File: config.mk
export PLATFORM = sky130hd
export DESIGN_NAME = fifo_write_scheduler
export DESIGN_NICKNAME = d
export VERILOG_FILES = /design/src/rtl/fifo_write_scheduler_pkg.sv /design/src/rtl/fifo_write_scheduler_rr_arbiter_4.sv /design/src/rtl/fifo_write_scheduler.sv
export SDC_FILE = /design/constraint.sdc
export NUM_CORES = 1
export LEC_CHECK = 0
export CAP_MARGIN = 5
export CORE_MARGIN = 2
export CORE_UTILIZATION = 64
export CTS_BUF_LIST = sky130_fd_sc_hd__clkbuf_8
export DETAILED_ROUTE_END_ITERATION = 6
export DONT_BUFFER_PORTS = 1
export GPL_TIMING_DRIVEN = 0
export PLACE_DENSITY = 0.87
export REMOVE_ABC_BUFFERS = 1
export SYNTH_ARGS = -nofsm -noshare
export SYNTH_HDL_FRONTEND = slang
export SYNTH_SLANG_ARGS = --single-unit
File: constraint.sdc
create_clock -name clk_in -period 2.6 [get_ports clk_in]
set_input_delay 0.13 -clock clk_in [delete_from_list [all_inputs] [get_ports clk_in]]
set_output_delay 0.13 -clock clk_in [all_outputs]
set_load 0.02 [all_outputs]
File: src/rtl/fifo_write_scheduler_pkg.sv
// Shared definitions for the FIFO write-side scheduler and the read-side packet parser.
// Holds the state encoding, header field widths and the header packing helper.
package fifo_write_scheduler_pkg;

   typedef enum logic [1:0] {
      ST_IDLE = 2'd0,
      ST_HDR  = 2'd1,
      ST_DATA = 2'd2
   } state_t;

   localparam int HDR_CH_BITS  = 2;
   localparam int HDR_LEN_BITS = 6;
   // One extra bit so a full 64-byte burst length is representable.
   localparam int LEN_BITS     = HDR_LEN_BITS + 1;
   localparam logic [LEN_BITS-1:0] LEN_ONE = 1;

   // Header byte is {channel, length-1}; length 1..64 maps onto the 6-bit field.
   function automatic logic [7:0] pack_header(input logic [HDR_CH_BITS-1:0] ch,
                                              input logic [LEN_BITS-1:0]    len);
      return {ch, HDR_LEN_BITS'(len - LEN_ONE)};
   endfunction

endpackage

File: src/rtl/fifo_write_scheduler_rr_arbiter_4.sv
// Four-way combinational round-robin arbiter.
// Picks the first requester after last_grant, wrapping modulo 4.
module rr_arbiter_4 (
   input  logic [3:0] req,
   input  logic [1:0] last_grant,
   output logic [1:0] grant,
   output logic       any_req
);

   logic [1:0] cand;
   logic       found;

   // Scan last_grant+1 .. last_grant+4; the first hit wins.
   always_comb begin
      grant = 2'd0;
      found = 1'b0;
      cand  = 2'd0;
      for (int k = 1; k <= 4; k++) begin
         cand = last_grant + 2'(k);
         if (!found && req[cand]) begin
            grant = cand;
            found = 1'b1;
         end
      end
      any_req = found;
   end

endmodule

File: src/rtl/fifo_write_scheduler.sv
// Write-side scheduler: round-robin grants among byte-stream sources and frames each
// burst as a header byte plus payload into the FIFO, honouring fifo_full combinationally.
module fifo_write_scheduler
   import fifo_write_scheduler_pkg::*;
#(
   parameter int NUM_CH    = 4,
   parameter int MAX_BURST = 32
) (
   input  logic                   clk_in,
   input  logic                   reset,
   input  logic                   enable,
   input  logic [NUM_CH*8-1:0]    ch_avail,
   input  logic [NUM_CH*8-1:0]    ch_data,
   input  logic [NUM_CH-1:0]      ch_valid,
   output logic [NUM_CH-1:0]      ch_ready,
   input  logic                   fifo_full,
   output logic [7:0]             fifo_data,
   output logic                   fifo_write,
   output logic [HDR_CH_BITS-1:0] grant_ch,
   output logic                   busy,
   output logic [15:0]            pkt_count
);

   state_t                 state;
   state_t                 state_next;
   logic [HDR_CH_BITS-1:0] last_grant;
   logic [LEN_BITS-1:0]    len;
   logic [LEN_BITS-1:0]    remaining;
   logic [LEN_BITS-1:0]    len_sel;
   logic [3:0]             req;
   logic [1:0]             arb_grant;
   logic                   any_req;
   logic [7:0]             sel_avail;
   logic [7:0]             cur_data;
   logic                   cur_valid;
   logic                   xfer;

   for (genvar i = 0; i < NUM_CH; i++) begin : g_req
      assign req[i] = |ch_avail[i*8 +: 8];
   end

   rr_arbiter_4 u_arb (
      .req        (req),
      .last_grant (last_grant),
      .grant      (arb_grant),
      .any_req    (any_req)
   );

   assign sel_avail = ch_avail[{arb_grant, 3'b000} +: 8];
   assign len_sel   = (sel_avail > 8'(MAX_BURST)) ? LEN_BITS'(MAX_BURST) : sel_avail[LEN_BITS-1:0];
   assign cur_data  = ch_data[{grant_ch, 3'b000} +: 8];
   assign cur_valid = ch_valid[grant_ch];
   assign xfer      = (state == ST_DATA) && cur_valid && !fifo_full;
   assign busy      = (state != ST_IDLE);

   // Write strobe and source accept are pure functions of state and fifo_full, so a
   // full FIFO blocks the write in the very cycle it is flagged.
   always_comb begin
      state_next = state;
      fifo_write = 1'b0;
      fifo_data  = 8'h00;
      ch_ready   = '0;
      case (state)
         ST_IDLE: begin
            if (enable && any_req) state_next = ST_HDR;
         end
         ST_HDR: begin
            fifo_write = !fifo_full;
            fifo_data  = pack_header(grant_ch, len);
            if (!fifo_full) state_next = ST_DATA;
         end
         ST_DATA: begin
            ch_ready[grant_ch] = !fifo_full;
            fifo_write         = xfer;
            fifo_data          = cur_data;
            if (xfer && remaining == LEN_ONE) state_next = ST_IDLE;
         end
         default: state_next = ST_IDLE;
      endcase
   end

   always_ff @(posedge clk_in) begin
      if (reset) begin
         state      <= ST_IDLE;
         grant_ch   <= '0;
         last_grant <= HDR_CH_BITS'(NUM_CH - 1);
         len        <= '0;
         remaining  <= '0;
         pkt_count  <= 16'd0;
      end else begin
         state <= state_next;
         case (state)
            ST_IDLE: begin
               if (enable && any_req) begin
                  grant_ch <= arb_grant;
                  len      <= len_sel;
               end
            end
            ST_HDR: begin
               if (!fifo_full) remaining <= len;
            end
            ST_DATA: begin
               if (xfer) begin
                  remaining <= remaining - LEN_ONE;
                  if (remaining == LEN_ONE) begin
                     last_grant <= grant_ch;
                     pkt_count  <= pkt_count + 16'd1;
                  end
               end
            end
            default: ;
         endcase
      end
   end

endmodule

==> results by stage, run 1 <==
Timing:
- Of the available clock period, the critical path in the final layout requires 0.9018.
- The highest achievable clock rate is 0.4265 GHz.
- The worst slew margin relative to its limit is 0.2563.
- Setup violations remaining at the end of the flow were counted as 0.
- The final number of hold-violating endpoints is 0.
- Setup repair after global routing left no endpoint under its margin.
- Clock skew on the completed layout was measured at 0.004533 ns.
- The smallest clock period supported by the final layout is computed as 2.345 ns.
- The count of pins over their slew limit came to 0.
- The slew at the pin with the worst max-slew slack is 1.112 ns.

Place:
- Including well taps, the total number of placed cells is 336.
- In this run the tool buffered the top-level ports with 0 buffer cells.
- The last weighted congestion value of the routability-driven placer is 0.8690.
- Summed over all nets, the half-perimeter wirelength after detailed placement is 4.526 mm.

Worst setup path:
- The standard cell with the maximum stage delay on the critical path is sky130_fd_sc_hd__and4_2.
- STA classifies the critical path startpoint as a register.
- Along the worst path, the maximum fanout reaches 25.
- Traced cell by cell, the critical path runs through inv_1 -> ha_4 -> inv_1 -> nor2_2 -> and4_2 -> and3_4 -> nand4_2 -> xor2_1 -> nor2_1.
- The category of the critical setup timing path is reg2reg.
- The cell seen most often among critical-path stages is sky130_fd_sc_hd__inv_1.
- The worst register-to-register path ends at pkt_count[10]$_SDFFE_PP0P_.
- The number of buffers and inverters on the critical path is 2.
- The data required time at the worst endpoint is 2.73 ns.
- At the worst endpoint, the arrival time is 2.48 ns.
- The reg-to-reg critical path startpoint is state[0]$_SDFFE_PP0P_.
- STA classifies the critical path endpoint as a register.
- On the worst path, the slowest cell contributes a delay of 0.35 ns.
- The register-to-register setup slack is 0.26 ns.
- Grouping stages by cell kind, the critical path spends the most delay in simple AND/OR/NAND/NOR gates.
- The depth of the worst register-to-register path is 9.

Floorplan:
- For this design the top-level I/O count stands at 104.
- Row generation in the floorplan step produced 23 rows.
- The die extent in x is 67.68 microns.
- In this run the standard cell core region covers 0.003943 sq mm.
- The overall die area is 0.004580 sq mm.
- The die height is 67.68 microns.
- The initial standard-cell utilization of the core is 0.6582.

Cells and area:
- The share of layout cells above drive strength 1 is 0.1119.
- The area added between synthesis and finish is 3.664%.
- The multi-input combinational cells in the finished layout cover a total of 0.001768 sq mm.
- At the end of the flow, the number of nets in the layout was 375.
- The sequential cell area in the final layout is 723.2 sq um.
- The non-filler instance count after layout is 345.
- The layout filler cell count is 307.
- The total inserted antenna cells is 0.

Power:
- In this run the power density over the cells is 542.9 mW/mm^2.
- The design draws 0.001460 W.
- The leakage power of the design is 1.032 nW.
- The worst supply voltage drop on vdd is 0.3855 mV.

Clock tree:
- The clock input transition at the sequential cells of the worst setup and hold paths is 0.07 ns.
- The number of buffers created by CTS is 5.
- The TritonCTS clock tree is done.
- The maximum clock insertion buffer count is 2.
- The later pin in the worst-skew pair is clocked with a latency of 0.29 ns.
- The buffer type at the clock tree root is sky130_fd_sc_hd__clkbuf_8.
- CTS saw 36 sinks.
- The clock tree synthesis step divided the H-tree into 2 levels.

Synthesis:
- The fraction of synthesized cell area taken by the top area cell type is 0.2777.
- The commonest register cell after synthesis is sky130_fd_sc_hd__dfxtp_1.
- The post-synthesis register bit count is 36.
- The mean post-synth cell area is 8.564 sq um.
- The number of enable-type register cells in the synthesized netlist is 0.
- During synthesis, Yosys emitted a total of 0 warnings.
- Yosys mapped the design onto 50 distinct sky130hd cell types.
- The synthesized netlist occupies a cell area of 0.002595 sq mm.
- By area the synthesized netlist is led by sky130_fd_sc_hd__dfxtp_1 (28%), sky130_fd_sc_hd__nand2_1 (5.6%), sky130_fd_sc_hd__nor2_1 (5.6%), sky130_fd_sc_hd__mux2i_1 (5.4%), sky130_fd_sc_hd__mux4_1 (5.1%).
- For this run, asynchronously set or reset flops after synthesis account for 0.
- The post-synthesis sequential area ratio is 0.2777.
- In the synthesized netlist, the cells that appear most often are sky130_fd_sc_hd__nand2_1 (39), sky130_fd_sc_hd__nor2_1 (39), sky130_fd_sc_hd__dfxtp_1 (36), sky130_fd_sc_hd__xor2_1 (15), sky130_fd_sc_hd__mux2i_1 (14).
- The number of instances in the synthesized netlist is 303.
- The dominant cell type by area after synthesis is sky130_fd_sc_hd__dfxtp_1.

Global route:
- The via count of the first global-routing pass is 2137.
- For this run the aggregate overflow at the end of global routing stands at 0.
- The first global-routing pass estimated 9.411 mm of wire.
- For this run, the total global-route usage over all layers was measured as 0.2741.
- The pin count of the biggest net entering global routing is 32.
- The initial antenna violation count was 0.

Run:
- The tool flagged a number of max-cap violations equal to 0.

Route:
- The post-detailed-route wirelength per cell is 18.03 microns.
- The first detailed-routing pass took 4 iterations.
- The routed layout has 2221 vias.
- The violation count after the first detailed-route iteration is 118.
- The ratio of routed vias to standard cells is 6.438.
- The post-detailed-route count of antenna-violating nets is 0.
- The routed wire length is 6.221 mm.
- The detailed-route DRC error count is 0.

Worst hold path:
- The end point of the most critical hold path is state[1]$_SDFFE_PP0P_.
- The startpoint identified for the worst hold timing path is fifo_full.
- Along the worst hold path, the cell count comes to 3.
- The worst hold path class is in2reg.

Run status:
- The run finished with clean final reports.
cells by family (layout without fill, tap and decap cells):
logic type      after synthesis  after routing  synth area share
xor+xnor                     19             19           0.06413
compound gates               51             51            0.1557
buf+inv                      28             20           0.05159
simple gates                137            137            0.2686
fa+ha+maj                     8              8           0.03857
flops                        36             36            0.2777
mux                          24             24            0.1437
where the power goes:
part	internal [W]	switching, W
logic	0.000185	0.000279
registers	0.000578	0.0000492
clock network	0.000178	0.000190
registers in the layout (all words and copies together) (netlist names):
name        count
grant_ch        2
last_grant      2
len             7
pkt_count      16
remaining       7
state           2
how the worst max path moves through the flow:
stage,slack [ns],start,cells past startpoint,end
finish,0.26,state[0]$_SDFFE_PP0P_,9,pkt_count[10]$_SDFFE_PP0P_
global route,0.04,state[0]$_SDFFE_PP0P_,9,pkt_count[10]$_SDFFE_PP0P_
CTS,0.08,state[0]$_SDFFE_PP0P_,9,pkt_count[15]$_SDFFE_PP0P_
detailed placement,-0.45,state[0]$_SDFFE_PP0P_,9,pkt_count[15]$_SDFFE_PP0P_
global placement,-0.38,state[0]$_SDFFE_PP0P_,9,pkt_count[15]$_SDFFE_PP0P_
floorplan,0.24,state[0]$_SDFFE_PP0P_,9,pkt_count[15]$_SDFFE_PP0P_
routing by layer:
metal / vias up / part of all wire / global-route usage
li1: 1072 / - / -
met2: 110 / 0.50 / 0.5037
met4: 0 / 0.013 / 0.08673
met5: - / 0 / 0
met3: 12 / 0.096 / 0.07167
met1: 1027 / 0.39 / 0.3047
final cells by class:
class	instances	area share
Multi-Input combinational cell	239	0.6572
Sequential cell	36	0.2688
Clock buffer	5	0.02558
Tap cell	50	0.02326
Inverter	11	0.01535
Timing Repair Buffer	2	0.006512
Clock inverter	2	0.003256
cell usage in the layout (no fill, tap or decap), types with 2 or more instances in the layout:
master,netlist,final
sky130_fd_sc_hd__nand2_1,39,39
sky130_fd_sc_hd__nor2_1,39,37
sky130_fd_sc_hd__dfxtp_1,36,34
sky130_fd_sc_hd__xor2_1,15,15
sky130_fd_sc_hd__mux2i_1,14,14
sky130_fd_sc_hd__inv_1,11,12
sky130_fd_sc_hd__a22oi_1,11,11
sky130_fd_sc_hd__nor2b_1,10,10
sky130_fd_sc_hd__a21oi_1,11,10
sky130_fd_sc_hd__nor3_1,10,10
sky130_fd_sc_hd__nand3_1,9,9
sky130_fd_sc_hd__ha_1,8,7
sky130_fd_sc_hd__and3_1,6,6
sky130_fd_sc_hd__o31ai_1,6,6
sky130_fd_sc_hd__mux4_1,5,5
sky130_fd_sc_hd__a32oi_1,5,5
sky130_fd_sc_hd__o21ai_0,5,5
sky130_fd_sc_hd__clkbuf_8,0,5
sky130_fd_sc_hd__mux4_2,4,4
sky130_fd_sc_hd__xnor2_1,4,4
sky130_fd_sc_hd__nand4_1,4,4
sky130_fd_sc_hd__a211oi_1,4,4
sky130_fd_sc_hd__nand3_2,2,2
sky130_fd_sc_hd__nand3b_1,2,2
sky130_fd_sc_hd__nor3_2,2,2
sky130_fd_sc_hd__nor3_4,2,2
sky130_fd_sc_hd__or3_1,2,2
sky130_fd_sc_hd__dfxtp_2,0,2
stage by stage:
step                hold slack, ns  area [sq um]  setup WS [ns]  setup TNS (ns)    util
floorplan                   0.1991          2502         0.2408               0       -
global placement            0.2038          2565        -0.3823          -3.917  0.6506
detailed placement          0.2076          2565        -0.4524          -5.306  0.6506
CTS                        0.05858          2673        0.08343               0  0.6779
global route                0.1006          2690        0.04256               0  0.6823
finish                     0.08449          2690         0.2553               0  0.6823
worst register-to-register path: cells and delay by family, from the launching register on:
family        cells  cell delay (ns)
simple gates      5             1.02
buf+inv           2             0.36
flops             1             0.33
fa+ha+maj         1             0.32
xor+xnor          1             0.17
timing repair:
action / CTS / global route
hold endpoints to repair: 31 / 0
gates resized for setup: 5 / 4
buffers inserted: 0 / 1
pin swaps: 0 / 1
hold buffers: 1 / 0
setup endpoints to repair: 26 / 16
Note: power is estimated with default switching activity, not from simulation.
==> inputs of run 2 (changes only) <==
Settings changed: CORE_UTILIZATION 64 to 66, PLACE_DENSITY 0.87 to 0.89.
==> results by stage, run 2 (synthesis results as in run 1) <==
Run status:
- The flow ran to the end, but the final reports show violations.
- The final reports fail on hold timing.

Worst setup path:
- The maximum cell stage delay along the critical path is 0.55 ns (+0.20 ns).
- The type of element capturing the critical path is a register.
- The reg-to-reg critical path startpoint is state[0]$_SDFFE_PP0P_.
- The worst endpoint data arrival time is 2.67 ns (+0.19 ns).
- Among the stages of the critical path, the cell type that occurs most often is sky130_fd_sc_hd__inv_1.
- The critical path goes through inv_1 -> ha_4 -> inv_1 -> nor2_2 -> nand4_1 -> nand2_1 -> nand3b_1 -> dlygate4sd3_1.
- The critical path launch point is state[0]$_SDFFE_PP0P_.
- The sort of element at the start of the critical path is a register.
- The critical path is of the reg2reg type.
- The number of buffer and inverter instances along the worst setup path is 3 (+1).
- The maximum fanout encountered on the critical timing path is 25 (unchanged).
- In this design, the largest share of critical-path delay is due to buffers and inverters.
- The data required time at the worst endpoint is 2.78 ns (+0.05 ns).
- The slowest stage of the critical path belongs to the cell sky130_fd_sc_hd__dlygate4sd3_1.

Floorplan:
- The initial standard-cell utilization of the core is 0.6983 (+0.04011).
- The die extent in x is 66.71 microns (-1.4%).
- The area of the core region is 0.003716 sq mm (-5.7%).
- The die height is 66.71 microns (-1.4%).
- The site row count was 22 (-4.3%).
- The overall die area is 0.004450 sq mm (-2.8%).
- The count of boundary I/O pins was 104 (unchanged).

Timing:
- The worst slew margin relative to its limit is 0.3851 (+0.1288).
- The minimum clock period after layout is 2.494 ns (+0.1490 ns).
- The final number of hold-violating endpoints is 23 (+23).
- The worst hold slack across all endpoints came to -0.1012 ns (-0.1857 ns).
- The worst clock skew is 0.007668 ns (+0.003135 ns).
- The worst setup margin is 0.1063 ns (-0.1490 ns).
- The highest achievable clock rate is 0.4010 GHz (-6.0%).
- The post-route clock period utilization came to 0.9591 (+0.05730).
- The number of setup violations in the final report was 0 (unchanged).
- The count of pins over their slew limit is 0 (unchanged).
- Setup repair after global routing left no endpoint under its margin.
- The slew at the pin with the worst max-slew slack was 0.9139 ns (-0.1979 ns).

Route:
- The first-pass detailed-route iteration total is 4 (unchanged).
- The post-detailed-route wirelength per cell was 17.79 microns (-1.3%).
- The violation count after the first detailed-route iteration was 123 (+4.2%).
- The post-detailed-route count of antenna-violating nets is 0 (unchanged).
- The ratio of routed vias to standard cells is 6.431 (about the same).
- The routed wire length was 6.226 mm (about the same).
- The detailed-route DRC error count is 0 (unchanged).
- The number of vias in the routed layout is 2251 (+1.4%).

Global route:
- The residual overflow from global routing is 0 (unchanged).
- The global router's overall resource usage is 0.2771 (+0.002968).
- In this run the most used layer during global routing was met2.
- The met2 layer usage reported by global route is 0.4588 (-0.04493).
- The initial antenna violation count came to 0 (unchanged).
- The pin count of the biggest net entering global routing is 35 (+9.4%).
- The met3 track utilization from global routing is 0.06757 (-0.004099).
- The met1 usage in global routing is 0.3582 (+0.05353).
- The via count of the first global-routing pass is 2013 (-5.8%).
- The wire length of the first global-routing pass is 9.384 mm (-0.29%).

Clock tree:
- The maximum clock insertion buffer count is 2 (unchanged).
- The clock net sink count came to 36 (unchanged).
- In this run the clock root is driven by a sky130_fd_sc_hd__clkbuf_8.
- The TritonCTS clock tree is done.
- The H-tree depth is 2 (unchanged).
- The clock latency on the worst-skew pair is 0.29 ns (about the same).
- The post-CTS setup-driven buffer insertion count is 0 (unchanged).
- The number of buffers created by CTS is 5 (unchanged).
- The clock input transition at the sequential cells of the worst setup and hold paths is 0.07 ns (about the same).
- The quantity of hold-fixing buffers added after cts is 8 (+7).

Cells and area:
- The number of nets in the finished design is 381 (+1.6%).
- The multi-input combinational cell area is 0.001763 sq mm (-0.28%).
- The area added between synthesis and finish is 6.943%.
- The library cells used most frequently in the layout, excluding fill and tap cells, are sky130_fd_sc_hd__nand2_1 (39), sky130_fd_sc_hd__nor2_1 (37), sky130_fd_sc_hd__dfxtp_1 (34), sky130_fd_sc_hd__xor2_1 (15), sky130_fd_sc_hd__mux2i_1 (14).
- The number of flip-flops in the largest register was 16 (unchanged).
- The sequential cell area in the final layout came to 723.2 sq um (unchanged).
- The layout filler cell count is 262 (-15%).
- The share of layout cells above drive strength 1 is 0.1093 (-0.002593).
- The library cell used most frequently in the layout, excluding fill and tap cells, is sky130_fd_sc_hd__nand2_1.
- The largest registers in the layout are pkt_count (16), len (7), remaining (7).
- The total inserted antenna cells came to 0 (unchanged).
- The register name with the most flops is pkt_count.
- The post-layout utilization of the core is 0.7468 (+0.06448).

Power:
- The power share of the clock group is 0.303 (+0.051).
- The leakage power of the design is 1.080 nW (+4.7%).
- The cell-internal power came to 0.001050 W (+12%).
- The worst supply voltage drop on vdd is 0.4044 mV (+4.9%).
- The power density over cell area was 569.0 mW/mm^2 (+4.8%).
- The power dissipated by switching net loads came to 0.0005286 W (+1.9%).
- The switching part of the total power is 0.3347 (-0.02042).
- The share of power burned in registers is 0.397 (-0.033).
- The combinational share of power came to 0.300 (-0.018).

Place:
- The number of buffer cells added on primary ports came to 0 (unchanged).
- The last weighted congestion value of the routability-driven placer is 0.9249 (+6.4%).
- The half-perimeter wire length after placement is 4.501 mm (-0.55%).
- The worst setup slack after placement was -0.4963 ns (-0.04392 ns).

Worst hold path:
- The worst hold path class is in2reg.
- The hold path startpoint is reset.

Run:
- The number of max-cap violations was 0 (unchanged).
-- run 2: cell types whose count changed in the layout (fill, tap and decap cells not counted), sizes merged --
cell | previous run | this run
dlygate4sd3 | 1 | 8
bufinv | 0 | 1
buf | 1 | 0
-- run 2: worst reg2reg max path, delay by kind of cell (launching register included) --
kind / cells / cell delay, ns
DFF: 1 / 0.32
and+or+nand+nor: 4 / 0.83
buffers and inverters: 3 / 0.92
adders and majority gates: 1 / 0.32
-- run 2: final cells by class --
type,count,area share
multi-input combinational,239,0.6353
timing repair buffer,8,0.02885
clock inverter,3,0.01398
inverter,11,0.01488
clock buffer,5,0.02480
sequential,36,0.2606
tap,48,0.02164
-- run 2: metal layers --
layer  vias to the layer above  wire [microns]  share of wire
li1                       1089               -              -
met1                      1047            2551           0.41
met2                       107            3100           0.50
met3                         8             511          0.082
met4                         0              62          0.010
met5                         -               0              0
-- run 2: worst paths after layout --
path	to	slack, ns	cells past startpoint
worst max-delay path	last_grant[0]$_SDFFE_PP1P_	0.11	8
worst min-delay path	pkt_count[2]$_SDFFE_PP0P_	-0.10	1
worst max register to register	last_grant[0]$_SDFFE_PP1P_	0.11	8
worst min register to register	state[0]$_SDFFE_PP0P_	0.51	2
-- run 2: what timing repair did --
item	CTS	global route
endpoints found under the setup margin	24	20
pin swaps	0	1
endpoints found under the hold margin	31	23
gates resized for setup	4	4
-- run 2: power by group through the flow --
stage	sequential, W	combinational [W]	clock [W]
after global routing	0.000631	0.000506	0.000516
final	0.000626	0.000474	0.000479
after global placement	0.000634	0.000423	0
after CTS	0.000625	0.000463	0.000484
after floorplan	0.000625	0.000367	0
after detailed placement	0.000636	0.000440	0
-- run 2: per-stage QoR --
step / TNS (ns) / area [sq um] / power [W] / cells
floorplan: 0 / 2502 / 0.0009919 / 286
global route: 0 / 2775 / 0.001652 / 350
global placement: -4.265 / 2562 / 0.001057 / 334
CTS: 0 / 2766 / 0.001572 / 350
detailed placement: -5.545 / 2562 / 0.001076 / 334
finish: 0 / 2775 / 0.001579 / 350
